--- config.mk ---
export PLATFORM = sky130hd
export DESIGN_NAME = prbs_word_generator_flat
export DESIGN_NICKNAME = d
export VERILOG_FILES = /design/src/rtl/prbs_word_if.sv /design/src/rtl/prbs_word_generator.sv /design/src/flat_wrapper.sv
export SDC_FILE = /design/constraint.sdc
export NUM_CORES = 1
export LEC_CHECK = 0
export ABC_CLOCK_PERIOD_IN_PS = 3200
export CAP_MARGIN = 10
export CORE_UTILIZATION = 40
export CTS_CLUSTER_SIZE = 14
export DETAILED_ROUTE_END_ITERATION = 12
export PLACE_DENSITY = 0.67
export SLEW_MARGIN = 20
export SYNTH_ARGS = -nofsm -noshare
export SYNTH_HDL_FRONTEND = slang
export SYNTH_SLANG_ARGS = --single-unit
--- constraint.sdc ---
create_clock -name clk -period 3.2 [get_ports clk]
set_input_delay 0.96 -clock clk [delete_from_list [all_inputs] [get_ports clk]]
set_output_delay 0.96 -clock clk [all_outputs]
set_load 0.03 [all_outputs]
--- src/rtl/prbs_word_if.sv ---
// Valid/ready word bus between the PRBS source and its downstream consumer.
interface prbs_word_if #(
  parameter int WIDTH = 8
) ();
  logic             out_valid;
  logic             out_ready;
  logic [WIDTH-1:0] prbs_out;

  modport master (output out_valid, output prbs_out, input out_ready);
  modport slave  (input out_valid, input prbs_out, output out_ready);
endinterface

--- src/rtl/prbs_word_generator.sv ---
// PRBS7/15/23/31 word source with seed reload, valid/ready output, single-bit
// error injection and an accepted-word counter.
//
// state | meaning
// IDLE  | no word presented; waits for enable
// LOAD  | first word after reset/seed load is being generated
// RUN   | word presented on out_valid, advances on each accept
module prbs_word_generator #(
  parameter int          WIDTH      = 8,
  parameter int          PRBS_ORDER = 15,
  parameter logic [30:0] INIT_SEED  = 31'h7FFF
) (
  input  logic               clk,
  input  logic               reset_n,
  input  logic               enable,
  input  logic               seed_load,
  input  logic [30:0]        seed_value,
  input  logic               inject_error,
  prbs_word_if.master        out_if,
  output logic [31:0]        word_count,
  output logic               seed_zero
);

  localparam int TAP = (PRBS_ORDER == 7)  ? 6  :
                       (PRBS_ORDER == 15) ? 14 :
                       (PRBS_ORDER == 23) ? 18 : 28;

  localparam logic [PRBS_ORDER-1:0] INIT_LFSR =
    (INIT_SEED[PRBS_ORDER-1:0] == '0) ? '1 : INIT_SEED[PRBS_ORDER-1:0];

  typedef enum logic [1:0] {IDLE, LOAD, RUN} state_t;

  state_t                r_state;
  logic [PRBS_ORDER-1:0] r_lfsr;
  logic [WIDTH-1:0]      r_word;
  logic                  r_valid;
  logic [31:0]           r_count;
  logic                  r_seed_zero;
  logic                  r_fresh;
  logic                  r_err_req;
  logic                  r_err_inword;

  logic [PRBS_ORDER-1:0] w_lfsr_next;
  logic [WIDTH-1:0]      w_word;
  logic [WIDTH-1:0]      w_word_out;
  logic [PRBS_ORDER-1:0] w_seed_bits;
  logic [PRBS_ORDER-1:0] w_seed_lfsr;
  logic                  w_seed_is_zero;
  logic                  w_accept;
  logic                  w_flip;
  logic                  w_unused_seed;

  // All WIDTH bit steps unrolled; the first generated bit lands in the MSB.
  always_comb begin : gen_word
    logic [PRBS_ORDER-1:0] v_s;
    logic                  v_bit;
    v_s    = r_lfsr;
    v_bit  = 1'b0;
    w_word = '0;
    for (int i = 0; i < WIDTH; i++) begin
      v_bit = v_s[PRBS_ORDER-1] ^ v_s[TAP-1];
      v_s   = {v_s[PRBS_ORDER-2:0], v_bit};
      w_word[WIDTH-1-i] = v_bit;
    end
    w_lfsr_next = v_s;
  end

  // The error request is applied to the next word entering the output register,
  // so a word already on the bus never changes while it waits for ready.
  assign w_flip = r_err_req | (inject_error & ~r_err_inword);

  always_comb begin
    w_word_out    = w_word;
    w_word_out[0] = w_word[0] ^ w_flip;
  end

  assign w_seed_bits    = seed_value[PRBS_ORDER-1:0];
  assign w_seed_is_zero = (w_seed_bits == '0);
  assign w_seed_lfsr    = w_seed_is_zero ? '1 : w_seed_bits;
  assign w_accept       = r_valid & out_if.out_ready;
  assign w_unused_seed  = ^seed_value;

  always_ff @(posedge clk or negedge reset_n) begin
    if (!reset_n) begin
      r_state      <= IDLE;
      r_lfsr       <= INIT_LFSR;
      r_word       <= '0;
      r_valid      <= 1'b0;
      r_count      <= '0;
      r_seed_zero  <= 1'b0;
      r_fresh      <= 1'b1;
      r_err_req    <= 1'b0;
      r_err_inword <= 1'b0;
    end else begin
      r_seed_zero <= 1'b0;
      if (seed_load) begin
        r_lfsr       <= w_seed_lfsr;
        r_count      <= '0;
        r_valid      <= 1'b0;
        r_fresh      <= 1'b1;
        r_err_req    <= 1'b0;
        r_err_inword <= 1'b0;
        r_seed_zero  <= w_seed_is_zero;
        r_state      <= enable ? LOAD : IDLE;
      end else begin
        if (inject_error && !r_err_req && !r_err_inword) begin
          r_err_req <= 1'b1;
        end
        case (r_state)
          IDLE: begin
            if (enable) begin
              if (r_fresh) begin
                r_state <= LOAD;
              end else begin
                r_state <= RUN;
                r_valid <= 1'b1;
              end
            end
          end
          LOAD: begin
            r_word  <= w_word_out;
            r_lfsr  <= w_lfsr_next;
            r_valid <= 1'b1;
            r_fresh <= 1'b0;
            r_state <= RUN;
            if (w_flip) begin
              r_err_req    <= 1'b0;
              r_err_inword <= 1'b1;
            end
          end
          RUN: begin
            if (w_accept) begin
              r_count      <= r_count + 32'd1;
              r_word       <= w_word_out;
              r_lfsr       <= w_lfsr_next;
              r_err_inword <= 1'b0;
              if (w_flip) begin
                r_err_req    <= 1'b0;
                r_err_inword <= 1'b1;
              end
              // A word prepared here while disabled is held and shown on re-enable.
              if (!enable) begin
                r_valid <= 1'b0;
                r_state <= IDLE;
              end
            end
          end
          default: begin
            r_state <= IDLE;
            r_valid <= 1'b0;
          end
        endcase
      end
    end
  end

  assign out_if.out_valid = r_valid;
  assign out_if.prbs_out  = r_word;
  assign word_count       = r_count;
  assign seed_zero        = r_seed_zero;

endmodule
--- src/flat_wrapper.sv ---
// flat-port wrapper written by rule: the top's interface ports become plain ports
module prbs_word_generator_flat 
#(
  parameter int          WIDTH      = 8,
  parameter int          PRBS_ORDER = 15,
  parameter logic [30:0] INIT_SEED  = 31'h7FFF
)
  (clk, reset_n, enable, seed_load, seed_value, inject_error, word_count, seed_zero, out_if_out_valid, out_if_prbs_out, out_if_out_ready);
  prbs_word_if #(.WIDTH(WIDTH)) out_if_i ();
  input  logic clk;
  input  logic reset_n;
  input  logic enable;
  input  logic seed_load;
  input  logic [30:0] seed_value;
  input  logic inject_error;
  output logic [31:0] word_count;
  output logic seed_zero;
  output wire logic [$bits(out_if_i.out_valid)-1:0] out_if_out_valid;
  output wire logic [$bits(out_if_i.prbs_out)-1:0] out_if_prbs_out;
  input wire logic [$bits(out_if_i.out_ready)-1:0] out_if_out_ready;
  assign out_if_out_valid = out_if_i.out_valid;
  assign out_if_prbs_out = out_if_i.prbs_out;
  assign out_if_i.out_ready = out_if_out_ready;
  prbs_word_generator #(.WIDTH(WIDTH), .PRBS_ORDER(PRBS_ORDER), .INIT_SEED(INIT_SEED)) u_core (.clk(clk), .reset_n(reset_n), .enable(enable), .seed_load(seed_load), .seed_value(seed_value), .inject_error(inject_error), .out_if(out_if_i), .word_count(word_count), .seed_zero(seed_zero));
endmodule
==> summary.md <==
| Metric | Value |
|---|---|
| Status | complete, no violations |
| Yosys warns | 0 |
| CTS tree | done |
| Clk buf depth | 2 |
| Routability cong. | 0.770 |
| Share of layout cells above drive strength 1 | 0.136 |
| Post-synthesis async set-or-reset flop share | 1.00 |
| Synth Instances | 328 |
| Synth area leaders | dfrtp_1 (35%), dfstp_2 (13%), a21oi_1 (6.6%) |
| Predominant post-synthesis flop cell | dfrtp_1 |
| Tcrit/Tclk final | 0.818 |
| Fin nets | 434 |
| Avg Cell Area, Syn | 9.93 sq um |
| Die Area | 8510 sq um |
| Resized Gates After CTS | 0 |
| Slew Limit Fails | 0 |
| Largest net degree at the start of global routing | 36 |
| Via count | 2713 |
| Max rail drop VDD | 633 uV |
| Synth Net Count | 369 |
| Setup_tns | 0 ns |
| Diode count | 0 |
| DRC viols | 0 |
| Fill cells | 730 |
| Area Growth Syn to Fin | 27.8% |
| Router iterations before antenna repair | 4 |
| Routed vias/inst | 5.44 |
| Final instance area | 4160 sq um |
| Total core area | 7810 sq um |
| Dominant cell by count in the synthesized netlist | dfrtp_1 |
| Iter 0 DRT Violations | 128 |
| Worst setup EP type | flop |
| Max Fclk | 382 MHz |
| Seq/Total Area, Yosys | 0.482 |
| Clk_lat worst skew | 0.33 ns |
| Die X | 92.3 um |
| Netlist cell types | 45 |
| Yosys top cell by area | dfrtp_1 |
| First-pass GRT wire length | 12600 um |
| Pwr dens | 622 nW/um^2 |
| Max-cap viol count | 0 |
| Critical path class | primary input to flop |
| Number of cell rows | 32 |
| Post-Syn Area | 3260 sq um |
| Tot GR Track Use | 0.187 |
| Commonest cells post-synth | dfrtp_1 (46), a21oi_1 (43), nor2_1 (33), dfstp_2 (16), mux2i_1 (15) |
| Vias in the first global route | 2668 |
| Number of synthesized register bits | 62 |
| Final setup viols | 0 |
| Hold slack | 0.490 ns |
| Final hold vios | 0 |
| Number of flops mapped to enable cells by yosys | 0 |
| Clock sinks | 62 |
| Total gr overflow | 0 |
| Post-route ant nets | 0 |
| CTS Root Cell | clkbuf_8 |
| Critical Path RT | 3.45 ns |
| Tightest Pin Transition | 0.817 ns |
| Hold crit path type | flop to flop |
| Dpl cell area | 4000 sq um |
| Drt wl/cell | 14.8 um |
| Post-synth top area share | 0.353 |
| Largest fanout on the critical path | 8 |
| Htree depth | 3 |
| CP Launch Type | primary input |
| Post-DP HPWL | 5370 um |
| Pleak | 1.64 nW |
| Final core utilization | 0.533 |
| DRT Wirelength | 7390 um |
| Post-CTS setup buffers | 0 |
| Clock transition at path regs | 0.07 ns |
| Initial antenna violation count | 0 |
| RSZ-0062 raised after global routing | no |
| Critical path arrival | 2.87 ns |
| Minimum clock period | 2.62 ns |
| Clk_skew | 0.0104 ns |
| Rel. slew slack | 0.455 |
| Number of I/O pins | 79 |
| Die Y-Extent | 92.3 um |
| Hold_buf cts | 0 |
| Starting Density | 0.417 |
| CTS buffer count | 9 |
| # port buffers | 62 |
[area by class of cell]
class	instances	area [sq um]	area share
Sequential cell	62	1570	0.377
Tap cell	102	128	0.0306
Multi-Input combinational cell	237	1560	0.375
Clock buffer	14	163	0.0391
Clock inverter	1	5.00	0.00120
Timing Repair Buffer	71	691	0.166
Inverter	12	45.0	0.0108
[final timing paths]
kind,cells past startpoint,slack (ns),endpoint,startpoint
max,5,0.58,u_core.word_count[29],out_if_out_ready
min,1,0.49,u_core.r_err_inword,u_core.r_err_inword
max reg2reg,6,0.87,u_core.word_count[29],u_core.r_state[0]
min reg2reg,1,0.49,u_core.r_err_inword,u_core.r_err_inword
max in group asynchronous,2,1.86,u_core.r_lfsr[4],reset_n
min in group asynchronous,1,0.65,u_core.word_count[22],reset_n
[state kept, by name (all words and copies together) (netlist names)]
| register | flops |
|---|---|
| u_core.word_count | 32 |
| u_core.r_lfsr | 15 |
| u_core.out_if.prbs_out | 8 |
| u_core.r_state | 2 |
| u_core.out_if.out_valid | 1 |
| u_core.r_err_inword | 1 |
| u_core.r_err_req | 1 |
| u_core.r_fresh | 1 |
| u_core.seed_zero | 1 |
[layer usage]
layer	track usage	vias up	wire length (um)
met5	0	-	0
met4	0.0482	0	23
met1	0.235	1316	3310
li1	-	1332	-
met3	0.0506	7	287
met2	0.317	58	3770
[cell usage in the layout (no fill, tap or decap), drive strengths merged, types with 3 or more instances in the layout]
| cell | n |
|---|---|
| xnor2 | 6 |
| nand3 | 12 |
| xor2 | 13 |
| or3 | 5 |
| nor4 | 7 |
| clkbuf | 14 |
| o31ai | 14 |
| nor2b | 3 |
| and4 | 4 |
| nand2 | 13 |
| dfrtp | 46 |
| buf | 11 |
| and3 | 3 |
| nor2 | 33 |
| a31o | 3 |
| a211oi | 3 |
| nor3 | 3 |
| or4 | 15 |
| nand4 | 8 |
| inv | 12 |
| a21oi | 43 |
| mux2i | 15 |
| and2 | 3 |
| dfstp | 16 |
| nand2b | 3 |
| mux2 | 8 |
| clkdlybuf4s50 | 60 |
| ha | 4 |
| o21ai | 6 |
[stage by stage]
stage                     cells  power (mW)  setup WS [ns]
after floorplan             328        1.70          0.667
after global placement      484        1.98          0.303
after detailed placement    484        2.00          0.231
after CTS                   499        2.62          0.582
after global routing        499        2.74          0.451
final                       499        2.59          0.582
[cell families (layout without fill, tap and decap cells)]
logic type,Yosys count,in the layout,share of synthesized area
xor+xnor,19,19,0.0511
fa+ha+maj,4,4,0.0154
flops,62,62,0.482
simple gates,115,115,0.198
compound gates,76,76,0.141
buf+inv,29,98,0.0384
mux,23,23,0.0737
[critical path, cell delays in order]
cell	delay (ns)
clkdlybuf4s50_1	0.56
a31oi_1	0.16
or3_1	0.50
or4_1	0.51
a21oi_1	0.17
[report_power, final]
group	total, mW	switching [mW]	internal (mW)
Combinational	0.834	0.463	0.371
Sequential	1.15	0.128	1.02
Clock	0.605	0.285	0.319
Total	2.59	0.876	1.71
(Power assumes the default switching activity.)
